==> config.mk <==
export PLATFORM = sky130hd
export DESIGN_NAME = gf180mcu_fd_sc_mcu9t5v0__clkdiv_func
export DESIGN_NICKNAME = d
export VERILOG_FILES = /design/src/rtl/gf180mcu_fd_sc_mcu9t5v0__clkdiv_func.sv
export SDC_FILE = /design/constraint.sdc
export NUM_CORES = 1
export LEC_CHECK = 0
export BUFFER_PORTS_ARGS = -buffer_cell sky130_fd_sc_hd__buf_2
export CORE_MARGIN = 5
export CORE_UTILIZATION = 51
export DETAILED_ROUTE_END_ITERATION = 7
export GPL_ROUTABILITY_DRIVEN = 0
export PLACE_DENSITY = 0.73
export SYNTH_ARGS = -nofsm -noshare
export SYNTH_HDL_FRONTEND = slang
export SYNTH_SLANG_ARGS = --single-unit
==> constraint.sdc <==
create_clock -name CLK -period 1.5 [get_ports CLK]
set_input_delay 0.3 -clock CLK [delete_from_list [all_inputs] [get_ports CLK]]
set_output_delay 0.3 -clock CLK [all_outputs]
set_load 0.01 [all_outputs]
==> src/rtl/gf180mcu_fd_sc_mcu9t5v0__clkdiv_func.sv <==
// Glitch-free programmable clock divider: registered Z toggles every DIV+1 cycles.
// Divisor updates and start/stop take effect only at period boundaries (Z falling).
module gf180mcu_fd_sc_mcu9t5v0__clkdiv_func #(
  parameter int unsigned WIDTH = 4
) (
`ifdef USE_POWER_PINS
  inout  wire              VDD,
  inout  wire              VSS,
`endif
  input  logic             CLK,
  input  logic             RST,
  input  logic             EN,
  input  logic [WIDTH-1:0] DIV,
  input  logic             LOAD,
  output logic             BUSY,
  output logic             RUN,
  output logic             Z
);

  typedef enum logic [0:0] {StIdle, StRun} state_e;

  state_e             state_q, state_d;
  logic [WIDTH-1:0]   cnt_q, cnt_d;
  logic [WIDTH-1:0]   act_q, act_d;
  logic [WIDTH-1:0]   shd_q, shd_d;
  logic               pend_q, pend_d;
  logic               z_q, z_d;

  logic               term;
  logic               per_end;

  assign term    = (cnt_q == act_q);
  // A period ends on the terminal count of the high phase, i.e. where Z falls.
  assign per_end = (state_q == StRun) && term && z_q;

  always_ff @(posedge CLK) begin
    if (RST) begin
      state_q <= StIdle;
      cnt_q   <= '0;
      act_q   <= '0;
      shd_q   <= '0;
      pend_q  <= 1'b0;
      z_q     <= 1'b0;
    end else begin
      state_q <= state_d;
      cnt_q   <= cnt_d;
      act_q   <= act_d;
      shd_q   <= shd_d;
      pend_q  <= pend_d;
      z_q     <= z_d;
    end
  end

  // Next-state: staging, divisor apply and counting.
  always_comb begin
    state_d = state_q;
    cnt_d   = cnt_q;
    act_d   = act_q;
    shd_d   = shd_q;
    pend_d  = pend_q;
    z_d     = z_q;

    // A request arriving while one is pending (including the apply cycle) is dropped.
    if (LOAD && !pend_q) begin
      shd_d  = DIV;
      pend_d = 1'b1;
    end

    unique case (state_q)
      StIdle: begin
        cnt_d = '0;
        z_d   = 1'b0;
        if (pend_q) begin
          act_d  = shd_q;
          pend_d = 1'b0;
        end
        if (EN) begin
          state_d = StRun;
        end
      end
      StRun: begin
        if (term) begin
          cnt_d = '0;
          z_d   = ~z_q;
        end else begin
          cnt_d = cnt_q + WIDTH'(1);
        end
        if (per_end) begin
          if (pend_q) begin
            act_d  = shd_q;
            pend_d = 1'b0;
          end
          if (!EN) begin
            state_d = StIdle;
          end
        end
      end
      default: state_d = StIdle;
    endcase
  end

  always_comb begin
    RUN  = (state_q == StRun);
    BUSY = pend_q;
    Z    = z_q;
  end

endmodule

# Word level (Yosys, flattened, before mapping)
# Index checks and enable logic that the tools add are counted.
# totals
in_bits	8
register_bits	15
output_inout_bits	3
# op_classes
n_bitwise	2
n_eq_ne	3
mux	14
n_reduce_logical	4
addsub	1
# ops
cell	n
one-hot mux 4 bit (2 select lines)	2
two-way mux 4 bit	3
two-way mux 1 bit	6
one-hot mux 1 bit (2 select lines)	3
adder 4 x 1 -> 4 bit (second input constant)	1
== test 4 bit	1
!= test 2 x 1 -> 1 bit (second input constant)	2
logical AND 1 bit	3
inverter 1 bit	2
zero test 1 bit	1

# Depth between registers and ports, before layout
# Gate-level depths: netlist of the first run.
# depth
depth_word	6
ltp_mapped	4

# Worst setup path after synthesis of the first run
# OpenSTA, ideal clock, no wires.
# synth_timing
path_kind	register to register
start	register cnt_q[2]
end	register act_q[0]
t_required_ns	1.428
arrival_ns	1.102
n_path_buf	0
path_stages_with_launch	5
setup_ns	0.072
slack_ns	0.326
path_cell_list	dfxtp_1 xnor2_1 nand4_2 o22ai_4 mux2i_1
# synth_between
elab_chain_len	4
# synth_rtl
element	line_no	text
start: declaration	23	logic [WIDTH-1:0] cnt_q, cnt_d;
start signal: assignment	46	cnt_q <= cnt_d;
== test 4 bit	32	assign term = (cnt_q == act_q);
logical AND 1 bit (2 in a row)	34	assign per_end = (state_q == StRun) && term && z_q;
!= test 2 x 1 -> 1 bit (no source line)	n/a	
end signal: assignment	47	act_q <= act_d;
end: declaration	24	logic [WIDTH-1:0] act_q, act_d;
# No other way between the ends.
# A chain may end at the register's enable or synchronous reset.

# Final worst setup path of the first run
# Ends and elaborated chain as after synthesis.

==> results of run 1 <==
==> worst paths after layout <==
| check | start | to | slack (ns) |
|---|---|---|---|
| hold / removal | DIV[0] | shd_q[0] | 0.25 |
| setup / recovery | cnt_q[2] | act_q[0] | 0.18 |
| setup reg to reg | cnt_q[2] | act_q[0] | 0.18 |
| hold reg to reg | shd_q[2] | shd_q[2] | 0.49 |
==> area by class of cell <==
class                           count  area, um2  share of cell area (%)
Sequential cell                    15        300                    39.9
Clock inverter                      1       5.00                   0.666
Tap cell                           15       18.8                    2.50
Inverter                            4       15.0                    2.00
Clock buffer                        3       22.5                    3.00
Timing Repair Buffer               11       57.6                    7.65
Multi-Input combinational cell     43        333                    44.3
==> report_power, final <==
part | switching [uW] | total [uW] | internal (uW)
combinational | 44.3 | 94.7 | 50.4
sequential | 13.6 | 429 | 416
clock | 127 | 226 | 99.0
total | 185 | 750 | 565
==> registers in the layout, indices dropped and copies added (netlist names) <==
register / cells
Z: 1
cnt_q: 4
act_q: 4
RUN: 1
BUSY: 1
shd_q: 4
==> worst max-delay path, stage by stage, from the launching register on <==
cell	delay, ns
dfxtp_1	0.40
xnor2_1	0.16
nand4_2	0.20
o22ai_4	0.26
mux2i_1	0.23
==> cells by family after synthesis <==
logic type	count (synthesis)	synth area share, %
AOI/OAI and AO/OA	3	4.52
muxes	8	12.1
xor gates and xnor gates	7	10.4
adders and majority gates	1	1.88
buffers and inverters	6	4.71
and+or+nand+nor	24	21.3
DFF	15	45.2
==> metal layers <==
layer  global-route usage [%]  routed length, um  part of all wire [%]  up-vias
met5                        0                  0                     0        -
li1                         -                  -                     -      232
met3                     3.52                 37                   3.9        2
met2                     17.9                422                    44        9
met1                     13.5                476                    50      190
met4                     8.52                 20                   2.1        0
==> cell usage in the layout (no fill, tap or decap) <==
cell type	Yosys	layout
nand3b_1	1	1
xnor2_2	1	1
ha_1	1	1
xor2_1	1	1
o21ai_0	1	1
inv_1	4	4
nor2_1	9	9
buf_2	0	10
or2b_1	8	8
buf_4	0	1
clkinv_2	0	1
a21oi_1	1	1
dfxtp_1	15	15
clkbuf_4	0	3
mux2i_1	8	8
nor3b_1	1	1
nor3_1	1	1
xnor2_1	5	5
nand2_1	1	1
nor2b_1	1	1
o22ai_4	1	1
nand3_1	1	1
nand4_2	1	1
==> metrics by stage <==
step                      utilization, %  total power [uW]  hold WS (ns)  cell area (um2)
after detailed placement            57.1               535         0.474              724
final                               59.3               750         0.247              752
after CTS                           59.3               766         0.240              752
after global placement              57.1               533         0.458              724
after global routing                59.3               794         0.254              752
after floorplan                        -               508         0.429              664
==> impl_metrics.yaml, run 1 <==
clock_network:
  numCtsBuffers: 3
  cts_htree_levels: 1
  cts_root_buf: "clkbuf_4"
  path_clk_slew_ns: 0.09
  clk_latency_ns: 0.28
  cts-resized-gates: 0
  clock-sinks: 15
  post_cts_buffers: 0
  cts_tree: "done"
  clockBufferDepth: 2
  ctsHoldBuffers: 0
sta:
  worst_slew_pin_slew_ns: 0.258
  max_freq_mhz: 758
  maxSlewViolCount: 0
  finClkSkew_ns: 0.00391
  period_needed_ns: 1.32
  timing.final.ws_setup_ns: 0.180
  rsz0062_at_grt: "false"
  period_share_pct: 88.0
  setup_viol: 0
  setup_tns_ns: 0
  relSlewSlack_pct: 82.8
  hold_violations: 0
worst_setup_path:
  crit_fanout: 5
  rr_worst_depth: 4
  cp.arrival_ns: 1.53
  endpoint_kind: "register"
  critical_path_class: "register to register"
  cp-start-kind: "register"
  cp.required_ns: 1.71
drt:
  wl_um: 957
  drtPass1Iterations: 1
  drc_errors: 0
  drt-initial-drc-count: 0
  viasPerCell: 4.71
  vias: 433
  antenna_left: 0
  wl_per_cell_um: 10.4
placed_design:
  pre_cts_slack_ns: 0.182
  dp.cells: 88
  dp_hpwl_um: 742
  portBuffers: 10
yosys:
  syn_avg_cell_area_um2: 10.4
  yosysTopAreaCell: "dfxtp_1"
  ys.warnings.count: 0
  syn_area_um2: 664
  syn_nets: 73
  synthTopCellsByArea: "dfxtp_1, mux2i_1, or2b_1"
  synth_top_area_share_pct: 45.2
  synth_cell_types: 21
  syn-instance-count: 64
  synth_top_cells_by_count: "dfxtp_1, nor2_1, mux2i_1, or2b_1, xnor2_1"
  yosysMostFrequentCell: "dfxtp_1"
  ys_async_sr_fraction_pct: 0
  synth_edf_count: 0
  ys_seq_area_share_pct: 45.2
  synth_seq_cells: 15
  synth_ff_type: "dfxtp_1"
floorplan:
  die_y_um: 46.1
  core_area_mm2: 0.00127
  rows: 13
  die-area_mm2: 0.00212
  initial_utilization_pct: 52.4
  die_width_um: 46.1
  ioPinCount: 11
power_and_ir_drop:
  power.leakage_uw: 0.000297
  peakVddDrop_mv: 0.411
  power.density_mw_per_mm2: 997
finish:
  fillers: 115
  antenna_cells: 0
  drive_gt1_share_pct: 23.4
  fin_nets: 87
  syn_to_final_growth_pct: 13.2
  stdcell_count: 92
grt:
  grt_max_degree: 17
  grt-ovfl-total: 0
  grt_pass1_vias: 438
  antenna_found_initial: 0
  grt_pass1_wl_um: 1730
  track_usage_pct: 11.7
flow_run:
  drv_cap: 0
min_path:
  hold_depth: 3
  hp-class: "input port to register"
status:
  status: "finished clean"
Note: power is estimated with default switching activity, not from simulation.
==> run 2, diff against run 1 <==
- GPL_TIMING_DRIVEN: unset -> 0
- clock period: 1.5 -> 1.4 ns (I/O delays scaled with it)
==> impl_metrics.yaml, run 2 (synthesized netlist as in run 1, its figures left out) <==
status:
  status: "finished clean"
floorplan:
  die-area_mm2: 0.00212
  initial_utilization_pct: 52.4
  rows: 13
  core_area_mm2: 0.00127
  die_y_um: 46.1
  die_width_um: 46.1
  ioPinCount: 11
worst_setup_path:
  startpoint: "cnt_q[2]"
  critical_path_class: "register to register"
  cp_common_cell: "xnor2_1"
  cp.required_ns: 1.61
  crit_fanout: 4
  worst_path_largest_cell_delay_ns: 0.40
  endpoint_kind: "register"
  r2r_setup_slack_ns: 0.11
  r2r-end: "Z"
  critPathCapture: "Z"
  cp.arrival_ns: 1.50
  r2r-start: "cnt_q[2]"
  cp-start-kind: "register"
  rr_worst_depth: 5
  slowest_stage: "dfxtp_1"
  path_cells: "xnor2_1 -> nand4_2 -> buf_4 -> xnor2_1 -> nor3b_1"
sta:
  period_needed_ns: 1.29
  whs_ns: 0.220
  hold_violations: 0
  relSlewSlack_pct: 76.5
  worst_slew_pin_slew_ns: 0.352
  setup_viol: 0
  maxSlewViolCount: 0
  finClkSkew_ns: 0.00575
  period_share_pct: 92.3
  max_freq_mhz: 774
clock_network:
  clk_latency_ns: 0.28
  clock-sinks: 15
  clockBufferDepth: 2
  cts_tree: "done"
  path_clk_slew_ns: 0.09
  cts_htree_levels: 1
  cts_root_buf: "clkbuf_4"
  ctsHoldBuffers: 0
  numCtsBuffers: 3
finish:
  fin_nets: 89
  final_cell_mix: "dfxtp_1, buf_2, nor2_1"
  syn_to_final_growth_pct: 16.9
  seq_area_um2: 302
  final_common_cell: "dfxtp_1"
  top_regs: "act_q: 4 flops, cnt_q: 4 flops, shd_q: 4 flops"
  fillers: 122
  antenna_cells: 0
  drive_gt1_share_pct: 25.3
  multiInputGateArea_um2: 340
drt:
  wl_um: 961
  drtPass1Iterations: 3
  antenna_left: 0
  vias: 448
  drc_errors: 0
  drt-initial-drc-count: 6
  wl_per_cell_um: 10.2
  viasPerCell: 4.77
min_path:
  min_from: "EN"
  hp-class: "input port to register"
grt:
  grt_pass1_vias: 419
  grt_pass1_wl_um: 1700
  grt_max_degree: 11
  antenna_found_initial: 0
  track_usage_pct: 11.5
  grt-ovfl-total: 0
flow_run:
  drv_cap: 0
power_and_ir_drop:
  peakVddDrop_mv: 0.779
  power.leakage_uw: 0.000313
  power.density_mw_per_mm2: 1040
  power_uw: 811
placed_design:
  portBuffers: 10
run 2: through the flow:
step           instance area [um2]   TNS, ns  util, %  worst slack (ns)  instances
3_3_place_gp                   733         0     57.8             0.129         89
4_1_cts                        761         0     60.0            0.0489         93
5_1_grt                        777  -0.00135     61.2          -0.00135         94
6_report                       777         0     61.2             0.108         94
3_5_place_dp                   733         0     57.8            0.0712         89
2_1_floorplan                  664         0        -             0.226         64
run 2: routing by layer:
layer	part of all wire, %	global-route usage [%]	vias up
li1	-	-	235
met1	44	11.9	201
met2	46	19.2	10
met3	8.2	5.86	2
met4	1.2	5.11	0
met5	0	0	-
run 2: worst max-delay path: cells and delay by family (launching register included):
family / cells / cell delay, ns
DFF: 1 / 0.40
xor gates and xnor gates: 2 / 0.27
buffers and inverters: 1 / 0.18
and+or+nand+nor: 2 / 0.36
run 2: report_power, final:
part           leakage, uW  internal [uW]  switching, uW  total [uW]
sequential        0.000123            446           14.5         460
combinational     0.000173           59.0           49.7         109
clock            0.0000177            106            136         242
total             0.000313            611            201         811
run 2: worst min path at each step:
| stage | to | slack [ns] | cells past startpoint |
|---|---|---|---|
| 2_1_floorplan | RUN | 0.41 | 2 |
| 3_3_place_gp | cnt_q[0] | 0.46 | 1 |
| 3_5_place_dp | shd_q[0] | 0.47 | 2 |
| 4_1_cts | RUN | 0.21 | 3 |
| 5_1_grt | RUN | 0.23 | 3 |
| 6_report | RUN | 0.22 | 3 |
run 2: area by class of cell:
type                       count  share of cell area, %
inverter                       4                   1.93
multi-input combinational     43                   43.8
sequential                    15                   38.8
tap                           15                   2.42
clock inverter                 1                  0.644
buffer                         2                   2.09
clock buffer                   3                   2.90
timing repair buffer          11                   7.41
run 2: repair_timing:
| item | in CTS | in global routing |
|---|---|---|
| endpoints found under the setup margin | 0 | 4 |
| hold endpoints to repair | 0 | 0 |
| gates resized for setup | 0 | 2 |
| buffers inserted | 0 | 1 |
==> run 3, diff against run 2 <==
- BUFFER_PORTS_ARGS: -buffer_cell sky130_fd_sc_hd__buf_2 -> -buffer_cell sky130_fd_sc_hd__buf_4
- CELL_PAD_IN_SITES_DETAIL_PLACEMENT: unset -> 0
- CELL_PAD_IN_SITES_GLOBAL_PLACEMENT: unset -> 1
- CORE_UTILIZATION: 51 -> 40
- PLACE_DENSITY: 0.73 -> unset
- PLACE_DENSITY_LB_ADDON: unset -> 0.1
- SLEW_MARGIN: unset -> 20
==> impl_metrics.yaml, run 3 (synthesized netlist as in run 1, its figures left out) <==
drt:
  drtPass1Iterations: 4
  viasPerCell: 4.66
  antenna_left: 0
  wl_um: 978
  vias: 443
  wl_per_cell_um: 10.3
  drc_errors: 0
  drt-initial-drc-count: 5
sta:
  relSlewSlack_pct: 77.3
  period_needed_ns: 1.27
  worst_slew_pin_slew_ns: 0.340
  setup_tns_ns: 0
  maxSlewViolCount: 0
  hold_violations: 0
  rsz0062_at_grt: "false"
  setup_viol: 0
  max_freq_mhz: 784
  finClkSkew_ns: 0.000852
  timing.final.ws_setup_ns: 0.125
  period_share_pct: 91.1
floorplan:
  rows: 14
  core_area_mm2: 0.00154
  die_y_um: 50.8
  ioPinCount: 11
  die_width_um: 50.8
  die-area_mm2: 0.00258
  initial_utilization_pct: 43.1
finish:
  syn_to_final_growth_pct: 19.8
  fin_nets: 89
  stdcell_count: 95
  antenna_cells: 0
  drive_gt1_share_pct: 24.1
  final_cell_mix: "dfxtp_1, buf_4, nor2_1"
  top_regs: "act_q: 4 flops, cnt_q: 4 flops, shd_q: 4 flops"
  final_common_cell: "dfxtp_1"
  final_util_pct: 51.6
placed_design:
  dp.cells: 90
  dp_hpwl_um: 774
  pre_cts_slack_ns: 0.0992
  portBuffers: 10
clock_network:
  numCtsBuffers: 3
  cts_root_buf: "clkbuf_4"
  clock-sinks: 15
  cts_tree: "done"
  cts_htree_levels: 1
  path_clk_slew_ns: 0.09
  ctsHoldBuffers: 0
  clk_latency_ns: 0.27
  clockBufferDepth: 2
worst_setup_path:
  r2r-start: "cnt_q[1]"
  crit_fanout: 4
  endpoint_kind: "register"
  cp.arrival_ns: 1.47
  rr_worst_depth: 5
  cp-start-kind: "register"
  startpoint: "cnt_q[1]"
  critical_path_class: "register to register"
  cp.required_ns: 1.60
min_path:
  min_from: "DIV[0]"
  hold_depth: 3
  hp-class: "input port to register"
power_and_ir_drop:
  peakVddDrop_mv: 0.574
  power.leakage_uw: 0.000317
  power_uw: 819
  power.density_mw_per_mm2: 1030
grt:
  grt_pass1_vias: 445
  grt_max_degree: 11
  grt_pass1_wl_um: 1810
  grt-ovfl-total: 0
  antenna_found_initial: 0
  track_usage_pct: 9.17
flow_run:
  drv_cap: 0
status:
  status: "finished clean"
==> run 3: repair_timing <==
action	in CTS	in global routing
resized for setup	0	2
endpoints found under the setup margin	0	4
setup buffers	0	1
==> run 3: worst paths after layout <==
| check | endpoint | slack [ns] |
|---|---|---|
| setup / recovery | Z | 0.13 |
| hold / removal | shd_q[0] | 0.23 |
| setup reg to reg | Z | 0.13 |
| hold reg to reg | cnt_q[0] | 0.45 |
==> run 3: critical path: stages (launching register included) <==
cell,delay [ns]
dfxtp_1,0.41
xnor2_2,0.13
nand4_2,0.19
buf_4,0.19
xnor2_1,0.11
nor3b_1,0.16
==> run 3: cell type report <==
type	instances	area (um2)
buffer	2	16.3
timing repair buffer	11	82.6
fill	153	746
multi-input combinational	43	333
sequential	15	303
tap	16	20.0
inverter	4	15.0
clock buffer	4	26.3
==> run 3: power breakdown <==
part	switching (uW)	total (uW)	internal, uW
sequential	14.2	460	446
clock	133	243	110
combinational	49.1	117	67.7
total	196	819	624
==> run 3: layer usage <==
layer  GRT usage [%]  share of wire [%]
met4            3.83                  0
met2            13.6                 46
met5               0                  0
met1            11.5                 47
met3            3.85                7.0
==> run 3: through the flow <==
stage               hold slack [ns]  cell area [um2]
floorplan                     0.409              664
global placement              0.461              759
detailed placement            0.467              759
CTS                           0.227              786
global route                  0.229              796
finish                        0.233              796
